**config.mk**
```make
export PLATFORM = sky130hd
export DESIGN_NAME = jellyvl_etherneco_synctimer_scheduler
export DESIGN_NICKNAME = d
export VERILOG_FILES = /design/src/rtl/jellyvl_etherneco_synctimer_scheduler.sv
export SDC_FILE = /design/constraint.sdc
export NUM_CORES = 2
export LEC_CHECK = 0
export ABC_AREA = 1
export ABC_CLOCK_PERIOD_IN_PS = 3700
export BUFFER_PORTS_ARGS = -buffer_cell sky130_fd_sc_hd__buf_2
export CORE_MARGIN = 2
export CORE_UTILIZATION = 36
export CTS_CLUSTER_SIZE = 40
export DETAILED_ROUTE_END_ITERATION = 10
export HOLD_SLACK_MARGIN = 0.06
export SETUP_SLACK_MARGIN = 0.02
export SLEW_MARGIN = 10
export SYNTH_ARGS = -nofsm -noshare
export SYNTH_HDL_FRONTEND = slang
export SYNTH_SLANG_ARGS = --single-unit
```
**constraint.sdc**
```tcl
create_clock -name clk -period 3.7 [get_ports clk]
set_input_delay 0.37 -clock clk [delete_from_list [all_inputs] [get_ports clk]]
set_output_delay 0.37 -clock clk [all_outputs]
set_load 0.02 [all_outputs]
```
**src/rtl/jellyvl_etherneco_synctimer_scheduler.sv**
```systemverilog
// EtherNeco synctimer master scheduler: periodic sync command packets out,
// per-node elapsed times back in, round-trip based per-node offsets computed.
module jellyvl_etherneco_synctimer_scheduler #(
    parameter int unsigned TIMER_WIDTH  = 64,
    parameter int unsigned MAX_NODES    = 8,
    parameter int unsigned PERIOD_WIDTH = 32,
    parameter int unsigned TIMEOUT      = 65535,
    parameter int unsigned TX_LATENCY   = 0,
    parameter int signed   OFFSET_BIAS  = 0
) (
    input  logic                    clk,
    input  logic                    reset_n,
    input  logic                    enable,
    input  logic [PERIOD_WIDTH-1:0] period,
    input  logic [7:0]              node_count,
    input  logic                    override_req,
    input  logic [TIMER_WIDTH-1:0]  current_time,
    output logic                    m_cmd_first,
    output logic                    m_cmd_last,
    output logic [7:0]              m_cmd_data,
    output logic                    m_cmd_valid,
    input  logic                    m_cmd_ready,
    input  logic                    res_rx_start,
    input  logic                    res_rx_end,
    input  logic                    res_rx_error,
    input  logic [15:0]             s_res_pos,
    input  logic [7:0]              s_res_data,
    input  logic                    s_res_valid,
    output logic                    busy,
    output logic                    done,
    output logic                    error,
    output logic                    overrun
);

    typedef enum logic [1:0] {
        ST_IDLE     = 2'd0,
        ST_SEND     = 2'd1,
        ST_WAIT_RES = 2'd2,
        ST_UPDATE   = 2'd3
    } state_t;

    localparam logic [31:0] TIMEOUT_LAST = 32'(TIMEOUT - 1);

    state_t                  state_q, state_d;
    logic [PERIOD_WIDTH-1:0] cnt_q, cnt_d;
    logic                    pending_q, pending_d;
    logic                    ovr_q, ovr_d;
    logic                    overrun_q, overrun_d;
    logic                    error_q, error_d;
    logic                    done_q, done_d;
    logic [7:0]              n_q, n_d;
    logic [63:0]             t0_q, t0_d;
    logic [7:0]              cmd_q, cmd_d;
    logic [15:0]             idx_q, idx_d;
    logic                    vld_q, vld_d;
    logic                    first_q, first_d;
    logic                    last_q, last_d;
    logic [7:0]              data_q, data_d;
    logic [31:0]             tx_start_q, tx_start_d;
    logic [31:0]             rtt_q, rtt_d;
    logic [31:0]             wait_q, wait_d;
    logic [7:0]              upd_q, upd_d;
    logic [31:0]             offset_q  [MAX_NODES];
    logic [31:0]             offset_d  [MAX_NODES];
    logic [31:0]             elapsed_q [MAX_NODES];
    logic [31:0]             elapsed_d [MAX_NODES];

    logic                    trig;
    logic                    consume;
    logic                    hs;
    logic [PERIOD_WIDTH-1:0] period_m1;
    logic [7:0]              n_clamp;
    logic [15:0]             pkt_len;
    logic [15:0]             rel_tx;
    logic [15:0]             rel_rx;
    logic [2:0]              t0_sel;
    logic [7:0]              ld_byte;
    logic [31:0]             diff;

    assign m_cmd_valid = vld_q;
    assign m_cmd_first = first_q;
    assign m_cmd_last  = last_q;
    assign m_cmd_data  = data_q;
    assign busy        = (state_q != ST_IDLE);
    assign done        = done_q;
    assign error       = error_q;
    assign overrun     = overrun_q;

    // Byte that the output register loads for packet position idx_q.
    always_comb begin
        ld_byte = 8'h00;
        rel_tx  = idx_q - 16'd9;
        t0_sel  = 3'(idx_q - 16'd1);
        if (idx_q == 16'd0) begin
            ld_byte = cmd_q;
        end else if (idx_q < 16'd9) begin
            ld_byte = 8'(t0_q >> {t0_sel, 3'b000});
        end else begin
            for (int n = 0; n < MAX_NODES; n++) begin
                if (rel_tx[15:2] == 14'(n)) begin
                    ld_byte = 8'(offset_q[n] >> {rel_tx[1:0], 3'b000});
                end
            end
        end
    end

    always_comb begin
        state_d    = state_q;
        cnt_d      = cnt_q;
        overrun_d  = overrun_q;
        error_d    = error_q;
        done_d     = 1'b0;
        n_d        = n_q;
        t0_d       = t0_q;
        cmd_d      = cmd_q;
        idx_d      = idx_q;
        vld_d      = vld_q;
        first_d    = first_q;
        last_d     = last_q;
        data_d     = data_q;
        tx_start_d = tx_start_q;
        rtt_d      = rtt_q;
        wait_d     = wait_q;
        upd_d      = upd_q;
        offset_d   = offset_q;
        elapsed_d  = elapsed_q;
        consume    = 1'b0;
        diff       = 32'd0;
        hs         = vld_q & m_cmd_ready;
        rel_rx     = s_res_pos - 16'd9;

        // >= rather than == so that shrinking period mid-count still wraps promptly
        period_m1 = (period == '0) ? '0 : period - PERIOD_WIDTH'(1);
        trig      = enable && (cnt_q >= period_m1);
        cnt_d     = (enable && !trig) ? cnt_q + PERIOD_WIDTH'(1) : '0;

        if (node_count == 8'd0)                 n_clamp = 8'd1;
        else if (node_count > 8'(MAX_NODES))    n_clamp = 8'(MAX_NODES);
        else                                    n_clamp = node_count;
        pkt_len = 16'd9 + {6'b0, n_q, 2'b00};

        case (state_q)
            ST_IDLE: begin
                if (pending_q && enable) begin
                    consume = 1'b1;
                    error_d = 1'b0;
                    n_d     = n_clamp;
                    t0_d    = 64'(current_time + TIMER_WIDTH'(TX_LATENCY));
                    cmd_d   = {6'b0, ovr_q, 1'b1};
                    idx_d   = 16'd0;
                    state_d = ST_SEND;
                end
            end
            ST_SEND: begin
                if (hs && first_q) tx_start_d = current_time[31:0];
                if (!vld_q || m_cmd_ready) begin
                    if (hs && last_q) begin
                        vld_d   = 1'b0;
                        first_d = 1'b0;
                        last_d  = 1'b0;
                        data_d  = 8'h00;
                        wait_d  = 32'd0;
                        state_d = ST_WAIT_RES;
                    end else if (idx_q < pkt_len) begin
                        vld_d   = 1'b1;
                        data_d  = ld_byte;
                        first_d = (idx_q == 16'd0);
                        last_d  = (idx_q == pkt_len - 16'd1);
                        idx_d   = idx_q + 16'd1;
                    end else begin
                        vld_d   = 1'b0;
                        first_d = 1'b0;
                        last_d  = 1'b0;
                    end
                end
            end
            ST_WAIT_RES: begin
                wait_d = wait_q + 32'd1;
                if (res_rx_start) rtt_d = current_time[31:0] - tx_start_q;
                if (s_res_valid && s_res_pos >= 16'd9) begin
                    for (int n = 0; n < MAX_NODES; n++) begin
                        if (rel_rx[15:2] == 14'(n) && 8'(n) < n_q) begin
                            elapsed_d[n] = (elapsed_q[n] & ~(32'hFF << {rel_rx[1:0], 3'b000}))
                                         | (32'(s_res_data) << {rel_rx[1:0], 3'b000});
                        end
                    end
                end
                if (res_rx_error || wait_q == TIMEOUT_LAST) begin
                    error_d = 1'b1;
                    state_d = ST_IDLE;
                end else if (res_rx_end) begin
                    upd_d   = 8'd0;
                    state_d = ST_UPDATE;
                end
            end
            ST_UPDATE: begin
                for (int n = 0; n < MAX_NODES; n++) begin
                    if (upd_q == 8'(n)) begin
                        diff        = rtt_q - elapsed_q[n];
                        offset_d[n] = 32'(signed'(diff) >>> 1) + 32'(OFFSET_BIAS);
                    end
                end
                upd_d = upd_q + 8'd1;
                if (upd_q == n_q - 8'd1) begin
                    done_d  = 1'b1;
                    state_d = ST_IDLE;
                end
            end
            default: state_d = ST_IDLE;
        endcase

        // A trigger landing on the cycle the pending one is consumed simply re-arms it.
        pending_d = trig | (pending_q & ~consume);
        if (trig && pending_q && !consume) overrun_d = 1'b1;
        ovr_d = consume ? override_req : (ovr_q | override_req);
    end

    always_ff @(posedge clk or negedge reset_n) begin
        if (!reset_n) begin
            state_q    <= ST_IDLE;
            cnt_q      <= '0;
            pending_q  <= 1'b0;
            ovr_q      <= 1'b0;
            overrun_q  <= 1'b0;
            error_q    <= 1'b0;
            done_q     <= 1'b0;
            n_q        <= 8'd1;
            t0_q       <= 64'd0;
            cmd_q      <= 8'h00;
            idx_q      <= 16'd0;
            vld_q      <= 1'b0;
            first_q    <= 1'b0;
            last_q     <= 1'b0;
            data_q     <= 8'h00;
            tx_start_q <= 32'd0;
            rtt_q      <= 32'd0;
            wait_q     <= 32'd0;
            upd_q      <= 8'd0;
            for (int n = 0; n < MAX_NODES; n++) begin
                offset_q[n]  <= 32'd0;
                elapsed_q[n] <= 32'd0;
            end
        end else begin
            state_q    <= state_d;
            cnt_q      <= cnt_d;
            pending_q  <= pending_d;
            ovr_q      <= ovr_d;
            overrun_q  <= overrun_d;
            error_q    <= error_d;
            done_q     <= done_d;
            n_q        <= n_d;
            t0_q       <= t0_d;
            cmd_q      <= cmd_d;
            idx_q      <= idx_d;
            vld_q      <= vld_d;
            first_q    <= first_d;
            last_q     <= last_d;
            data_q     <= data_d;
            tx_start_q <= tx_start_d;
            rtt_q      <= rtt_d;
            wait_q     <= wait_d;
            upd_q      <= upd_d;
            offset_q   <= offset_d;
            elapsed_q  <= elapsed_d;
        end
    end

endmodule

```
After elaboration in Yosys (flattened, before gate mapping). Index checks and enable logic that the tools add are counted.

Register bits: 748. Input bits: 137. Output and inout port bits: 15. Logic and storage cells: 246.

$add $sub $neg: 20. Magnitude comparators: 13. Eq/ne operators: 37. Shift-type cells: 11. Mux-type cells: 48. Bitwise operators: 22. Reductions and logical operators: 60.

Operator list (number): $sub 32x32->32 (9); $and 32x32->32 (8); $or 32x32->32 (8); $shr 32x5->8 (8); $mux 32 (4); $mux 8 (16); $eq 14x3->1 const B (8); $add 32x1->32 const B (2); $mux 16 (4); $pmux 32 s2 (1); $shr 64x6->8 (1); $eq 14x2->1 const B (4); $reduce_and 3->1 (12); $eq 32x16->1 const B (1); $eq 8x3->1 const B (4); $ge 32x32->1 (1); $logic_not 32->1 (1); $lt 3x8->1 const A (4); $not 32->32 (1); $pmux 16 s2 (1); $shl 8x5->32 (1); $shl 8x5->32 const A (1); $sub 16x4->16 const B (2); $sub 32x1->32 const B (1); other kinds (39) (108).

Logic depth before layout (Yosys ltp).
Depth in word-level cells: 14. Depth in mapped cells: 26. Gate-level depth less buffers: 23.

Worst setup path before layout. OpenSTA, ideal clock, no wires.

Path kind: register -> register. Start point: reg idx_q[0]. End point: reg data_q[2] (netlist: m_cmd_data[2]). Library setup time: 0.116 ns. Arrival time: 3.480 ns. Setup slack: 0.104 ns. Stages on the path, launching flop included: 27. Path buffers: 5. Period minus slack after synthesis: 3.596 ns. Cell sequence: dfrtp_1 -> inv_1 -> clkbuf_1 -> clkbuf_1 -> clkbuf_1 -> clkbuf_1 -> ha_1 -> nand2_1 -> nand2_1 -> inv_1 -> nor2_1 -> nand2_1 -> nand2_1 -> nand2_1 -> nor2_1 -> nand2_1 -> nor2_2 -> nand2_1 -> nor2_1 -> buf_2 -> a21oi_1 -> nand2_1 -> nand3b_1 -> nand2_1 -> nand3b_1 -> nand2_1 -> nand2_1.

Word-level cells in the longest chain between the ends: 14.

RTL lines: start: declaration (line 54) `logic [15:0] idx_q, idx_d;`; start signal: assignment (line 254) `idx_q <= idx_d;`; $sub 16x4->16 (line 92) `rel_tx = idx_q - 16'd9;`; $shr 32x5->8 or $logic_not 14->1 (tied branches) (line 101, 100); $mux 8 (8 in series) (line 100) `if (rel_tx[15:2] == 14'(n)) begin`; $mux 8 (line 96) `end else if (idx_q < 16'd9) begin`; $mux 8 (line 94) `if (idx_q == 16'd0) begin`; $mux 8 (line 164) `end else if (idx_q < pkt_len) begin`; $mux 8 (line 157) `if (hs && last_q) begin`; end signal: assignment (line 258) `data_q <= data_d;`; end: declaration (line 58) `logic [7:0] data_q, data_d;`.

Parallel ways exist; a longest one is shown, timed or not. The select of a mux whose other input is x is not followed. A chain may end at the register's enable or synchronous reset.

Worst setup path in the final report.
Start point: reg rtt_q[10]. End point: reg offset_q[24] (netlist name).

Word-level cells in the longest chain between the ends: 1.

RTL lines: start: declaration (line 60) `logic [31:0] rtt_q, rtt_d;`; start signal: assignment (line 260) `rtt_q <= rtt_d;`; $sub 32x32->32 (line 199) `diff = rtt_q - elapsed_q[n];`; end signal: assignment (line 263) `offset_q <= offset_d;`; end: declaration (line 63) `logic [31:0] offset_q [MAX_NODES];`.

No other way between the ends.

==> results.sh <==
export IMPL_run_status="finished clean"
export IMPL_min_period_ns=3.40
export IMPL_dieArea_um2=139000
export IMPL_m1WireLength_um=85300
export IMPL_comb_power_share_pct=43.6
export IMPL_ys_async_sr_fraction_pct=100
export IMPL_core_um2=135000
export IMPL_fill_cells=13821
export IMPL_synthCells=6484
export IMPL_wl_met2_um=82600
export IMPL_grt_total_usage_pct=26.7
export IMPL_drt_iter0_drc=4549
export IMPL_io_buffers=151
export IMPL_vias=47382
export IMPL_register_area_um2=18700
export IMPL_pwr_density_cell_nw_per_um2=655
export IMPL_achievable_frequency_ghz=0.294
export IMPL_initial_standard_cell_utilization_of_the_core_pct=36.2
export IMPL_crit_path_end_kind="flip-flop"
export IMPL_drt_pre_antenna_iters=6
export IMPL_number_of_enable_type_register_cells_in_the_synthesized_netlist=0
export IMPL_final_layout_size_suffix_gt1_share_pct=9.92
export IMPL_worst_setup_hold_path_clk_slew_ns=0.06
export IMPL_final_non_filler_cell_total=8721
export IMPL_tritoncts_num_sinks=748
export IMPL_detail_route_drc_violations=0
export IMPL_design_portCount=152
export IMPL_signed_area_change_from_the_synthesized_netlist_to_the_final_layout_pct=17.1
export IMPL_via_per_inst=5.43
export IMPL_cp_arrival_ns=3.99
export IMPL_htreeDepth=3
export IMPL_seq_area_frac_synth_pct=38.2
export IMPL_first_pass_grt_wire_length_um=283000
export IMPL_nNetsFinal=7342
export IMPL_yosysWarnings=0
export IMPL_post_route_period_util_pct=92.0
export IMPL_hp_class="input port to flip-flop"
export IMPL_beginning_of_the_worst_register_to_register_path="rtt_q[10]"
export IMPL_setup_reg_to_reg_worst_slack_ns=0.30
export IMPL_wl_um=189000
export IMPL_maximum_number_of_pins_on_one_net_before_global_route_repair=160
export IMPL_reg2reg_depth=12
export IMPL_power_total_mw=37.6
export IMPL_first_global_vias=44966
export IMPL_criticalPathCategory="flip-flop to flip-flop"
export IMPL_timing_hold_violations_final=0
export IMPL_route_top_layer_used="met5"
export IMPL_min_path_cells=5
export IMPL_worst_clock_skew_ns=0.0384
export IMPL_cellInternalPower_mw=20.8
export IMPL_timing_max_slew_rel_slack_pct=13.2
export IMPL_wire_per_inst_um=21.7
export IMPL_multi_input_comb_area_um2=26700
export IMPL_synth_seq_cells=748
export IMPL_critPathBufInv=1
export IMPL_placementRows=135
export IMPL_report_final_slew_viol_count=0
export IMPL_slew_of_the_pin_with_the_lowest_slew_margin_ns=1.30
export IMPL_max_clock_path_buffers=3
export IMPL_timing_max_cap_violations=0
export IMPL_global_route_overflow_total=0
export IMPL_die_width_um=373
export IMPL_cts_root_buf="sky130_fd_sc_hd__clkbuf_16"
export IMPL_timing_critical_path_from_type="flip-flop"
export IMPL_worst_path_most_repeated_cell="sky130_fd_sc_hd__a21oi_1"
export IMPL_endpoint="offset_q[24]"
export IMPL_post_synth_instance_area_um2=49000
export IMPL_p_leak_nw=28.1
export IMPL_cts_tree="built"
export IMPL_seqPwrFrac_pct=30.6
export IMPL_dpl_cell_count=8478
export IMPL_met3RoutedLength_um=13400
export IMPL_endpoint_of_the_worst_slack_reg_to_reg_timing_path="offset_q[24]"
export IMPL_worst_path_fanout_max=6
export IMPL_final_setup_viol_count=0
export IMPL_cp_slowest_stage_delay_ns=0.93
export IMPL_power_share_switching_pct=44.5
export IMPL_detailedPlacementHpwl_um=141000
export IMPL_number_of_buffers_inserted_during_clock_tree_synthesis=92
export IMPL_syn_area_per_cell_um2=7.56
export IMPL_clock_latency_ns=0.72
export IMPL_postSynthNetCount=6962
export IMPL_gp_routability_congestion=0.980
export IMPL_initial_antenna_violation_count=8
export IMPL_die_height_um=373
export IMPL_synth_lib_cells_used_distinct=68
export IMPL_critPathLaunch="rtt_q[10]"
export IMPL_crit_path_cell_trace="ha_1 -> a21oi_1 -> nor2_1 -> nor2_1 -> o21ai_0 -> a21oi_1 -> inv_1 -> a21oi_1 -> o21bai_1 -> a21oi_1 -> xor2_1 -> o21ai_0"
export IMPL_crit_cells=12
export IMPL_cpLargestDelayFamily="compound AO/OA/AOI/OAI gates"
export IMPL_netSwitchingPower_mw=16.7
export IMPL_vdd_ir_drop_max_v=0.000543
export IMPL_clock_power_share_pct=25.7
export IMPL_critPathSlowestCell="sky130_fd_sc_hd__dfrtp_1"
export IMPL_rsz0062_at_grt="false"
export IMPL_antenna_left=0
export IMPL_synth_top_flop_cell="sky130_fd_sc_hd__dfrtp_1"
export IMPL_worst_ep_required_time_ns=4.28
==> how the worst min path moves through the flow <==
stage | start | to
2_1_floorplan | reset_n | cmd_q[0]
3_3_place_gp | cmd_q[0] | cmd_q[0]
3_5_place_dp | cmd_q[0] | cmd_q[0]
4_1_cts | node_count[3] | n_q[3]
5_1_grt | s_res_data[1] | elapsed_q[25]
6_report | node_count[3] | n_q[3]
==> per-stage QoR <==
stage | area, um^2 | utilization (%) | worst slack, ns | hold WS (ns) | TNS, ns
floorplan | 49000 | - | 0.104 | 0.0744 | 0
global placement | 53500 | 39.5 | -0.170 | 0.442 | -2.36
detailed placement | 53500 | 39.5 | -0.237 | 0.454 | -4.25
CTS | 57400 | 42.4 | 0.337 | 0.0631 | 0
global route | 57400 | 42.4 | 0.0473 | 0.133 | 0
finish | 57400 | 42.4 | 0.296 | 0.115 | 0
==> worst register-to-register path: stages (launching register included) <==
cell,delay [ns]
sky130_fd_sc_hd__dfrtp_1,0.93
sky130_fd_sc_hd__ha_1,0.44
sky130_fd_sc_hd__a21oi_1,0.26
sky130_fd_sc_hd__nor2_1,0.06
sky130_fd_sc_hd__nor2_1,0.10
sky130_fd_sc_hd__o21ai_0,0.09
sky130_fd_sc_hd__a21oi_1,0.27
sky130_fd_sc_hd__inv_1,0.12
sky130_fd_sc_hd__a21oi_1,0.22
sky130_fd_sc_hd__o21bai_1,0.16
sky130_fd_sc_hd__a21oi_1,0.18
sky130_fd_sc_hd__xor2_1,0.31
sky130_fd_sc_hd__o21ai_0,0.13
==> cell families (layout without fill, tap and decap cells) <==
logic type,Yosys count,after routing,synth area share [%]
buf+inv,967,1421,7.51
xor+xnor,256,256,4.57
other cells,0,2,0
mux,1,1,0.0230
simple gates,2574,2574,22.3
compound gates,1597,1597,18.6
flops,748,748,38.2
fa+ha+maj,341,341,8.84
==> area by class of cell <==
class | instances | share of cell area, %
inverters | 788 | 5.17
flip-flops and latches | 748 | 32.6
multi-input cells | 4769 | 46.5
clock buffers | 130 | 4.58
repair buffers | 465 | 6.28
well taps | 1781 | 3.88
diodes | 2 | 0.00872
clock inverters | 38 | 0.974
==> placed cells by master (no fill, tap or decap), types with 30 or more instances in the layout <==
cell and n:
sky130_fd_sc_hd__o22ai_1 236, sky130_fd_sc_hd__xor2_1 138, sky130_fd_sc_hd__a31oi_1 31, sky130_fd_sc_hd__buf_4 217
sky130_fd_sc_hd__dlygate4sd3_1 73, sky130_fd_sc_hd__dfrtp_1 740, sky130_fd_sc_hd__or2_2 53, sky130_fd_sc_hd__nor3_1 117
sky130_fd_sc_hd__nand4_1 64, sky130_fd_sc_hd__nor4_1 41, sky130_fd_sc_hd__o21ai_0 625, sky130_fd_sc_hd__ha_1 331
sky130_fd_sc_hd__o22ai_2 30, sky130_fd_sc_hd__xnor2_1 118, sky130_fd_sc_hd__buf_2 150, sky130_fd_sc_hd__a21o_1 35
sky130_fd_sc_hd__inv_1 771, sky130_fd_sc_hd__nor2_1 579, sky130_fd_sc_hd__clkbuf_16 93, sky130_fd_sc_hd__nand3_1 307
sky130_fd_sc_hd__nand2_1 1333, sky130_fd_sc_hd__a21oi_1 487
==> routing by layer <==
layer	track usage, %	vias up
met5	0	-
met1	37.3	22884
met4	9.99	10
met2	41.2	1562
li1	-	22603
met3	4.52	323
==> flip-flops by register name (all words and copies together), names as in the netlist, 16 cells and up <==
| name | flops |
|---|---|
| cnt_q | 32 |
| elapsed_q | 256 |
| idx_q | 16 |
| offset_q | 248 |
| rtt_q | 32 |
| t0_q | 64 |
| tx_start_q | 32 |
| wait_q | 32 |
==> power by group through the flow <==
stage	Sequential, mW	Combinational [mW]	Clock [mW]
3_3_place_gp	11.5	15.9	0
4_1_cts	11.5	16.1	9.81
2_1_floorplan	11.1	9.18	0
3_5_place_dp	11.6	16.0	0
6_report	11.5	16.4	9.67
5_1_grt	11.6	17.8	10.1
==> cell usage after synthesis (all sizes together) (34+ instances only) <==
library cell	count	share of area, %
nand2	1338	10
inv	782	6.0
dfrtp	747	38
o21ai	631	6.4
nor2	602	4.8
a21oi	488	5.0
ha	332	8.5
nand3	309	3.2
o22ai	266	3.8
clkbuf	145	1.1
xor2	138	2.5
nor3	121	1.3
xnor2	118	2.1
nand4	64	0.82
or2	56	0.71
nor4	43	0.56
a21o	35	0.54
buf	34	0.36
==> repair_timing <==
action	CTS	global route
endpoints found under the hold margin	176	0
resized for setup	0	6
setup endpoints to repair	0	4
buffers inserted	0	0
hold buffers	73	0
Power figures use the tool's default switching activity.
